==> config.mk <==
export PLATFORM = sky130hd
export DESIGN_NAME = dmac_bus_arbiter_flat
export DESIGN_NICKNAME = d
export VERILOG_FILES = /design/src/rtl/dmac_bus_arbiter_if.sv /design/src/rtl/dmac_bus_arbiter.sv /design/src/flat_wrapper.sv
export SDC_FILE = /design/constraint.sdc
export NUM_CORES = 1
export LEC_CHECK = 0
export CAP_MARGIN = 0
export CORE_AREA = 5 5 95 97
export DETAILED_ROUTE_END_ITERATION = 12
export DIE_AREA = 0 0 100 102
export DONT_BUFFER_PORTS = 1
export GPL_ROUTABILITY_DRIVEN = 1
export PLACE_DENSITY_LB_ADDON = 0.08
export SLEW_MARGIN = 10
export SYNTH_ARGS = -nofsm -noshare
export SYNTH_HDL_FRONTEND = slang
export SYNTH_SLANG_ARGS = --single-unit
==> constraint.sdc <==
create_clock -name clk -period 2.2 [get_ports clk]
set_input_delay 0.22 -clock clk [delete_from_list [all_inputs] [get_ports clk]]
set_output_delay 0.22 -clock clk [all_outputs]
set_load 0.01 [all_outputs]
==> src/rtl/dmac_bus_arbiter_if.sv <==
// Shared-bus bundle between the two DMAC-side masters, the arbiter and the two slaves.
// Latency: none (wires only).
// Backpressure: none here; ownership is signalled by the registered grants.
// Signals:
//   m0_*/m1_*   request, write strobe, address, write data in; grant out
//   m_din       read data returned to both masters
//   s0/s1_sel   slave selects; s_wr/s_addr/s_din carry the owner's cycle
//   s0/s1_dout  slave read data
// Modports:
//   slave  - the arbiter's view (consumes requests, produces grants and slave-side bus)
//   master - the surrounding system's view (masters and slaves)
interface dmac_bus_arbiter_if;
   logic        m0_req;
   logic        m0_wr;
   logic [15:0] m0_addr;
   logic [31:0] m0_dout;
   logic        m0_grant;
   logic        m1_req;
   logic        m1_wr;
   logic [15:0] m1_addr;
   logic [31:0] m1_dout;
   logic        m1_grant;
   logic [31:0] m_din;
   logic        s0_sel;
   logic        s1_sel;
   logic        s_wr;
   logic [15:0] s_addr;
   logic [31:0] s_din;
   logic [31:0] s0_dout;
   logic [31:0] s1_dout;

   modport slave (
      input  m0_req, m0_wr, m0_addr, m0_dout,
      input  m1_req, m1_wr, m1_addr, m1_dout,
      input  s0_dout, s1_dout,
      output m0_grant, m1_grant, m_din,
      output s0_sel, s1_sel, s_wr, s_addr, s_din
   );

   modport master (
      output m0_req, m0_wr, m0_addr, m0_dout,
      output m1_req, m1_wr, m1_addr, m1_dout,
      output s0_dout, s1_dout,
      input  m0_grant, m1_grant, m_din,
      input  s0_sel, s1_sel, s_wr, s_addr, s_din
   );
endinterface

==> src/rtl/dmac_bus_arbiter.sv <==
// Round-robin two-master / two-slave bus arbiter with starvation limit and address decode.
// Latency: grant 1 cycle after request is sampled; datapath mux and read return are same-cycle.
// Backpressure: a master without grant must stall; grant may be withdrawn on any cycle.
// Ports:
//   clk    - system clock, rising edge
//   reset  - asynchronous, active-high
//   bus    - dmac_bus_arbiter_if.slave: master requests/grants, slave-side mux, read return
// Parameters: MAX_HOLD (>= 2) consecutive contended cycles per owner; CNT_W with 2**CNT_W > MAX_HOLD.
module dmac_bus_arbiter #(
   parameter int unsigned MAX_HOLD = 16,
   parameter int unsigned CNT_W    = 5
) (
   input logic               clk,
   input logic               reset,
   dmac_bus_arbiter_if.slave bus
);

   typedef enum logic [1:0] {
      ST_IDLE = 2'd0,
      ST_OWN0 = 2'd1,
      ST_OWN1 = 2'd2
   } state_t;

   localparam logic [CNT_W-1:0] HOLD_LAST = CNT_W'(MAX_HOLD - 1);

   state_t           state_q, state_d;
   logic [CNT_W-1:0] cnt_q, cnt_d;
   // Last-served master: 0 = M0, 1 = M1. Resets to M1 so M0 wins the first tie.
   logic             last_q, last_d;

   // Owner/other view lets OWN0 and OWN1 share one transition rule.
   logic   own_req, oth_req;
   state_t oth_state;

   always_ff @(posedge clk or posedge reset) begin
      if (reset) begin
         state_q <= ST_IDLE;
         cnt_q   <= '0;
         last_q  <= 1'b1;
      end else begin
         state_q <= state_d;
         cnt_q   <= cnt_d;
         last_q  <= last_d;
      end
   end

   always_comb begin
      state_d   = state_q;
      cnt_d     = cnt_q;
      last_d    = last_q;
      own_req   = 1'b0;
      oth_req   = 1'b0;
      oth_state = ST_IDLE;

      case (state_q)
         ST_OWN0: begin
            own_req   = bus.m0_req;
            oth_req   = bus.m1_req;
            oth_state = ST_OWN1;
         end
         ST_OWN1: begin
            own_req   = bus.m1_req;
            oth_req   = bus.m0_req;
            oth_state = ST_OWN0;
         end
         default: ;
      endcase

      case (state_q)
         ST_IDLE: begin
            cnt_d = '0;
            if (bus.m0_req && bus.m1_req) begin
               state_d = last_q ? ST_OWN0 : ST_OWN1;
            end else if (bus.m0_req) begin
               state_d = ST_OWN0;
            end else if (bus.m1_req) begin
               state_d = ST_OWN1;
            end
         end
         ST_OWN0, ST_OWN1: begin
            if (own_req) begin
               if (!oth_req) begin
                  // Uncontended: the hold budget only runs while someone is waiting.
                  cnt_d = '0;
               end else if (cnt_q == HOLD_LAST) begin
                  state_d = oth_state;
                  cnt_d   = '0;
               end else begin
                  cnt_d = cnt_q + 1'b1;
               end
            end else begin
               // Owner released: hand straight over if the other master waits, no idle bubble.
               state_d = oth_req ? oth_state : ST_IDLE;
               cnt_d   = '0;
            end
         end
         default: begin
            state_d = ST_IDLE;
            cnt_d   = '0;
         end
      endcase

      if (state_d == ST_OWN0) begin
         last_d = 1'b0;
      end else if (state_d == ST_OWN1) begin
         last_d = 1'b1;
      end
   end

   // Datapath is driven from the registered state so an asynchronous reset
   // clears grants, selects and the slave-side mux immediately.
   always_comb begin
      bus.m0_grant = (state_q == ST_OWN0);
      bus.m1_grant = (state_q == ST_OWN1);
      bus.s_wr     = 1'b0;
      bus.s_addr   = '0;
      bus.s_din    = '0;
      bus.s0_sel   = 1'b0;
      bus.s1_sel   = 1'b0;
      bus.m_din    = '0;

      if (state_q == ST_OWN0) begin
         bus.s_wr   = bus.m0_wr;
         bus.s_addr = bus.m0_addr;
         bus.s_din  = bus.m0_dout;
      end else if (state_q == ST_OWN1) begin
         bus.s_wr   = bus.m1_wr;
         bus.s_addr = bus.m1_addr;
         bus.s_din  = bus.m1_dout;
      end

      // Only 4 KB windows 0x0xxx and 0x1xxx are populated; anything else is a
      // dropped write / zero read.
      if (state_q != ST_IDLE) begin
         bus.s0_sel = (bus.s_addr[15:12] == 4'h0);
         bus.s1_sel = (bus.s_addr[15:12] == 4'h1);
      end

      if (bus.s0_sel) begin
         bus.m_din = bus.s0_dout;
      end else if (bus.s1_sel) begin
         bus.m_din = bus.s1_dout;
      end
   end

endmodule

==> src/flat_wrapper.sv <==
// flat-port wrapper written by rule: the top's interface ports become plain ports
module dmac_bus_arbiter_flat 
#(
   parameter int unsigned MAX_HOLD = 16,
   parameter int unsigned CNT_W    = 5
)
  (clk, reset, bus_m0_req, bus_m0_wr, bus_m0_addr, bus_m0_dout, bus_m1_req, bus_m1_wr, bus_m1_addr, bus_m1_dout, bus_s0_dout, bus_s1_dout, bus_m0_grant, bus_m1_grant, bus_m_din, bus_s0_sel, bus_s1_sel, bus_s_wr, bus_s_addr, bus_s_din);
  dmac_bus_arbiter_if bus_i ();
  input logic clk;
  input logic reset;
  input wire logic [$bits(bus_i.m0_req)-1:0] bus_m0_req;
  input wire logic [$bits(bus_i.m0_wr)-1:0] bus_m0_wr;
  input wire logic [$bits(bus_i.m0_addr)-1:0] bus_m0_addr;
  input wire logic [$bits(bus_i.m0_dout)-1:0] bus_m0_dout;
  input wire logic [$bits(bus_i.m1_req)-1:0] bus_m1_req;
  input wire logic [$bits(bus_i.m1_wr)-1:0] bus_m1_wr;
  input wire logic [$bits(bus_i.m1_addr)-1:0] bus_m1_addr;
  input wire logic [$bits(bus_i.m1_dout)-1:0] bus_m1_dout;
  input wire logic [$bits(bus_i.s0_dout)-1:0] bus_s0_dout;
  input wire logic [$bits(bus_i.s1_dout)-1:0] bus_s1_dout;
  output wire logic [$bits(bus_i.m0_grant)-1:0] bus_m0_grant;
  output wire logic [$bits(bus_i.m1_grant)-1:0] bus_m1_grant;
  output wire logic [$bits(bus_i.m_din)-1:0] bus_m_din;
  output wire logic [$bits(bus_i.s0_sel)-1:0] bus_s0_sel;
  output wire logic [$bits(bus_i.s1_sel)-1:0] bus_s1_sel;
  output wire logic [$bits(bus_i.s_wr)-1:0] bus_s_wr;
  output wire logic [$bits(bus_i.s_addr)-1:0] bus_s_addr;
  output wire logic [$bits(bus_i.s_din)-1:0] bus_s_din;
  assign bus_i.m0_req = bus_m0_req;
  assign bus_i.m0_wr = bus_m0_wr;
  assign bus_i.m0_addr = bus_m0_addr;
  assign bus_i.m0_dout = bus_m0_dout;
  assign bus_i.m1_req = bus_m1_req;
  assign bus_i.m1_wr = bus_m1_wr;
  assign bus_i.m1_addr = bus_m1_addr;
  assign bus_i.m1_dout = bus_m1_dout;
  assign bus_i.s0_dout = bus_s0_dout;
  assign bus_i.s1_dout = bus_s1_dout;
  assign bus_m0_grant = bus_i.m0_grant;
  assign bus_m1_grant = bus_i.m1_grant;
  assign bus_m_din = bus_i.m_din;
  assign bus_s0_sel = bus_i.s0_sel;
  assign bus_s1_sel = bus_i.s1_sel;
  assign bus_s_wr = bus_i.s_wr;
  assign bus_s_addr = bus_i.s_addr;
  assign bus_s_din = bus_i.s_din;
  dmac_bus_arbiter #(.MAX_HOLD(MAX_HOLD), .CNT_W(CNT_W)) u_core (.clk(clk), .reset(reset), .bus(bus_i));
endmodule
---- After elaboration in Yosys (flattened, before gate mapping) ----
Index checks and enable logic that the tools add are counted.
storage, ports and cells
  flip-flop bits (word level) ............. 8
  input port bits ......................... 166
  output and inout bits ................... 85
  word-level logic and storage cells ...... 44
cells by class
  $add $sub $neg .......................... 1
  equality and inequality tests ........... 6
  mux-type cells .......................... 28
  reductions and logical operators ........ 6
operators with widths
  cell                                                             count
  32-bit 2-to-1 mux                                                4
  16-bit 2-to-1 mux                                                2
  5-bit 2-to-1 mux                                                 4
  2-bit 2-to-1 mux                                                 8
  2-bit one-hot mux with 2 select lines                            2
  1-bit 2-to-1 mux                                                 6
  5-bit by 1-bit adder with 5-bit output, second input constant    1
  5-bit by 4-bit == test with 1-bit output, second input constant  1
  2-bit by 1-bit == test with 1-bit output, second input constant  2
  2-bit == test, second input constant                             2
  4-bit by 1-bit == test with 1-bit output, second input constant  1
  4-bit zero test                                                  1
  1-bit one-hot mux with 2 select lines                            2
  2-bit nonzero test                                               2
  2-bit zero test                                                  1
  2-bit OR reduction                                               1
  1-bit logical AND                                                1

---- Logic depth before layout (Yosys ltp) ----
  depth in word-level cells ............... 9
  mapped depth ............................ 9
  mapped depth without buffers ............ 8

---- Worst setup path after synthesis ----
OpenSTA, ideal clock, no wires.
  kind .................................... flip-flop to output port
  start ................................... register u_core.state_q[1]
  end ..................................... output port bus_m_din[22]
  arrival time ............................ 1.785 ns
  setup slack ............................. 0.195 ns
  stages on the path, launching flop included .. 9
  buffers on the path ..................... 2
  cells stage by stage .................... dfrtp_1 inv_1 ha_1 buf_6 nand2_2 o21ai_2 nor3b_4 buf_6 a22o_1
on the way
  elaborated cells between the ends (all ways) .. 11
  classes of those cells .................. eq/ne (3); mux (6); reduce/logical (2)
RTL lines
  element                                   line                     source
  start: declaration                        dmac_bus_arbiter.sv:26   state_t state_q, state_d;
  start signal: assignment                  dmac_bus_arbiter.sv:41   state_q <= state_d;
  2-bit by 1-bit == test with 1-bit output  n/a
  via bus_m0_grant                          flat_wrapper.sv:21       output wire logic [$bits(bus_i.m0_grant)-1:0] bus_m0_grant;
  16-bit 2-to-1 mux                         dmac_bus_arbiter.sv:122  if (state_q == ST_OWN0) begin
  via bus_s_addr[12]                        flat_wrapper.sv:27       output wire logic [$bits(bus_i.s_addr)-1:0] bus_s_addr;
  4-bit by 1-bit == test with 1-bit output  dmac_bus_arbiter.sv:136  bus.s1_sel = (bus.s_addr[15:12] == 4'h1);
  1-bit 2-to-1 mux                          dmac_bus_arbiter.sv:134  if (state_q != ST_IDLE) begin
  via bus_s1_sel                            flat_wrapper.sv:25       output wire logic [$bits(bus_i.s1_sel)-1:0] bus_s1_sel;
  32-bit 2-to-1 mux                         dmac_bus_arbiter.sv:141  end else if (bus.s1_sel) begin
  32-bit 2-to-1 mux                         dmac_bus_arbiter.sv:139  if (bus.s0_sel) begin
  end: declaration                          flat_wrapper.sv:23       output wire logic [$bits(bus_i.m_din)-1:0] bus_m_din;
The timed path passes the listed nets, and every way through them passes these cells.

---- Final worst setup path ----
  start ................................... register u_core.state_q[1]
  end ..................................... output port bus_m_din[14]
on the way
  word-level cells in the longest chain between the ends .. 7
  elaborated cells between the ends (all ways) .. 11
  classes of those cells .................. eq/ne (3); mux (6); reduce/logical (2)
ends and longest elaborated chain
  element                                   line                     source
  2-bit == test                             dmac_bus_arbiter.sv:126  end else if (state_q == ST_OWN1) begin
  16-bit 2-to-1 mux                         dmac_bus_arbiter.sv:126
  16-bit 2-to-1 mux                         dmac_bus_arbiter.sv:122
  4-bit by 1-bit == test with 1-bit output  dmac_bus_arbiter.sv:136
  1-bit 2-to-1 mux                          dmac_bus_arbiter.sv:134
  32-bit 2-to-1 mux                         dmac_bus_arbiter.sv:141
  32-bit 2-to-1 mux *                       dmac_bus_arbiter.sv:139
Mark *: on every way between the ends. The rest lies on a longest branch, timed or not.

==> metrics <==
Synthesized Nets 359; synth warn 0; status complete, but fails checks; Longest Clk Path Bufs 2; RSZ-0062 raised after global routing true; 1st-pass router iterations 4; startpoint class of the critical path register; Final Util 26.3%; core footprint 8050 um^2; cts bufs inserted 3; Max Cap Viol 0; post-synth top area share 41.7%; failing checks negative setup slack; n_diodes 0; min Tclk post-route 2.21 ns; cells after synthesis 186; Synth area leaders a22o_1, dfrtp_1, nand2_1, ha_1, o21ai_0; area of the mapped netlist 1490 um^2; I/O pin total 251; CP Class reg2out; clk sinks 8; die footprint 10200 um^2; Max Clock Freq 0.452 GHz; Worst-Margin Slew 0.407 ns; drt total wl 8630 um; post-synthesis sequential area ratio 13.5%; CTS Root Cell clkbuf_8; Netlist cell types 36; Post-DP HPWL 7120 um; Filler Cell Count 890; Buffers on Ports 0; Avg Cell Area, Syn 8.01 um^2; GP Congestion 0.933; CP Data Arrival Time 1.99 ns; Clock transition at path regs 0.04 ns; final setup fails 9; vias in the first global route 1647; share of cells above drive strength 1 36.1%; Final Max Tran Viols 0; average vias per placed instance 5.45; Layout Area Growth over Synthesis 42.1%; CP max FO 17; Worst slew margin 72.6%; largest net degree at the start of global routing 38; H-tree depth 1; DP Area 1670 um^2; DRC viols 0; wire length per cell 27.6 um; setup_tns -0.0496 ns; Initial DRC Count 71; Setup Skew 0.00366 ns; worst reg-to-reg setup slack 0.09 ns; Yosys reg bits 8; Site Rows 33; CP Capture Type output pin; largest area contributor in the netlist a22o_1; Hold Crit Class in2reg; Initial Utilization 18.5%; grt total ovfl 0; Final Cell Area 2120 um^2; initial antenna violation count 0; Worst-Skew Late Latency 0.22 ns; Critical-path top delay cell dfrtp_2; DIE HEIGHT 102 um; VDD IR max 0.422 mV; Critical Path RT 1.98 ns; max incr delay on CP 0.40 ns; Via Count 1707; chain of cells forming the critical path inv_4, ha_4, buf_6, o21ai_2, o21ai_2, buf_4, nor3_4, buf_12, a22o_1; CTS tree yes; total track usage 13.4%; final worst slack -0.0111 ns; Final Cycle Share 101%; pwr/cell area 1700 nW/um^2; wire length of the first global-routing pass 10300 um; leakage power 0.908 nW; remaining antenna violation count 0; die width 100 um; most numerous cell on the critical path o21ai_2; Final nets 382; final hold violation count 0
==> cell usage in the layout (no fill, tap or decap), types with 2 or more instances in the layout <==
master | Yosys | routed
mux2i_1 | 3 | 3
o21ai_0 | 14 | 13
buf_6 | 5 | 4
nor3_1 | 2 | 2
ha_1 | 7 | 4
ha_4 | 0 | 2
inv_2 | 0 | 2
clkbuf_16 | 0 | 2
a22o_4 | 0 | 16
inv_1 | 6 | 3
buf_4 | 0 | 26
nand2_1 | 25 | 23
a22o_1 | 71 | 55
nand3_1 | 4 | 4
clkbuf_8 | 0 | 3
dfrtp_1 | 7 | 6
o21ai_2 | 3 | 4
nor2_1 | 4 | 4
buf_12 | 0 | 3
nand2_2 | 2 | 3
==> what timing repair did <==
item,4_1_cts,5_1_grt
pin swaps,1,5
endpoints found under the hold margin,7,0
gates resized for setup,3,33
setup buffers,3,12
hold buffers,1,0
endpoints found under the setup margin,64,35
gates cloned,0,4
==> path summary, 6_finish.rpt <==
check / startpoint / endpoint / depth (start not counted)
worst max-delay path: u_core.state_q[1] / bus_m_din[14] / 9
worst min-delay path: bus_m0_req / u_core.state_q[1] / 3
worst max register to register: u_core.state_q[0] / u_core.last_q / 8
worst min register to register: u_core.last_q / u_core.last_q / 2
max in group asynchronous: reset / u_core.last_q / 2
min in group asynchronous: reset / u_core.cnt_q[4] / 2
==> critical path, delay by kind of cell (launching register included) <==
| family | cells | cell delay, ns |
|---|---|---|
| simple gates | 1 | 0.30 |
| buf+inv | 4 | 0.53 |
| flops | 1 | 0.40 |
| compound gates | 3 | 0.35 |
| fa+ha+maj | 1 | 0.18 |
==> per-layer routing <==
metal	global-route usage (%)	share of wire (%)
met1	16.2	38
met2	24.4	51
met3	3.69	11
met4	1.87	0.16
met5	0	0
==> cell families (layout without fill, tap and decap cells) <==
family,count (synthesis),count (layout),synth area share [%]
adder cells (fa/ha/maj),8,8,6.55
multiplexers,3,3,2.02
AO/OA/AOI/OAI,94,94,51.6
buffers and inverters,24,46,9.15
AND/OR/NAND/NOR,47,47,16.0
flip-flops,8,8,13.5
XOR/XNOR,2,2,1.18
==> power by group <==
group          switching, mW  internal [mW]
clock network         0.0550          0.125
logic                   1.78           1.42
registers             0.0351          0.186
total                   1.87           1.73
==> synthesized netlist by cell type <==
cell type,number
a22o_1,71
nand2_1,25
o21ai_0,14
buf_2,7
dfrtp_1,7
ha_1,7
inv_1,6
buf_6,5
clkbuf_1,5
nand3_1,4
nor2_1,4
mux2i_1,3
o21ai_2,3
nand2_2,2
nor3_1,2
a21oi_1,1
a31o_2,1
and4b_1,1
buf_1,1
dfstp_2,1
maj3_1,1
nand2b_1,1
nand3b_1,1
nand4_1,1
nor2_2,1
nor3_2,1
nor3b_1,1
nor3b_4,1
nor4b_1,1
o211ai_2,1
o22a_1,1
o22ai_1,1
o2bb2ai_1,1
or3_1,1
xnor2_1,1
xor2_1,1
==> metrics by stage <==
step	hold WS, ns	std cells	worst slack, ns	total power, mW
6_report	0.335	313	-0.0111	3.60
5_1_grt	0.352	313	-0.0911	3.81
4_1_cts	0.330	297	-0.0323	3.00
3_5_place_dp	0.0837	289	0.0543	2.73
3_3_place_gp	0.0781	289	0.123	2.71
2_1_floorplan	0.0349	186	0.195	2.12
==> registers in the layout, indices dropped and copies added, names as in the netlist <==
name and flops:
u_core.last_q 1, u_core.state_q 2, u_core.cnt_q 5
==> layout make-up <==
| type | instances | area [um^2] | share of cell area, % |
|---|---|---|---|
| well taps | 105 | 131 | 6.20 |
| flip-flops and latches | 8 | 203 | 9.57 |
| multi-input cells | 154 | 1350 | 63.9 |
| inverters | 6 | 25.0 | 1.18 |
| repair buffers | 36 | 360 | 17.0 |
| clock buffers | 4 | 45.0 | 2.13 |
No activity file was read; power rests on OpenSTA's default activity.
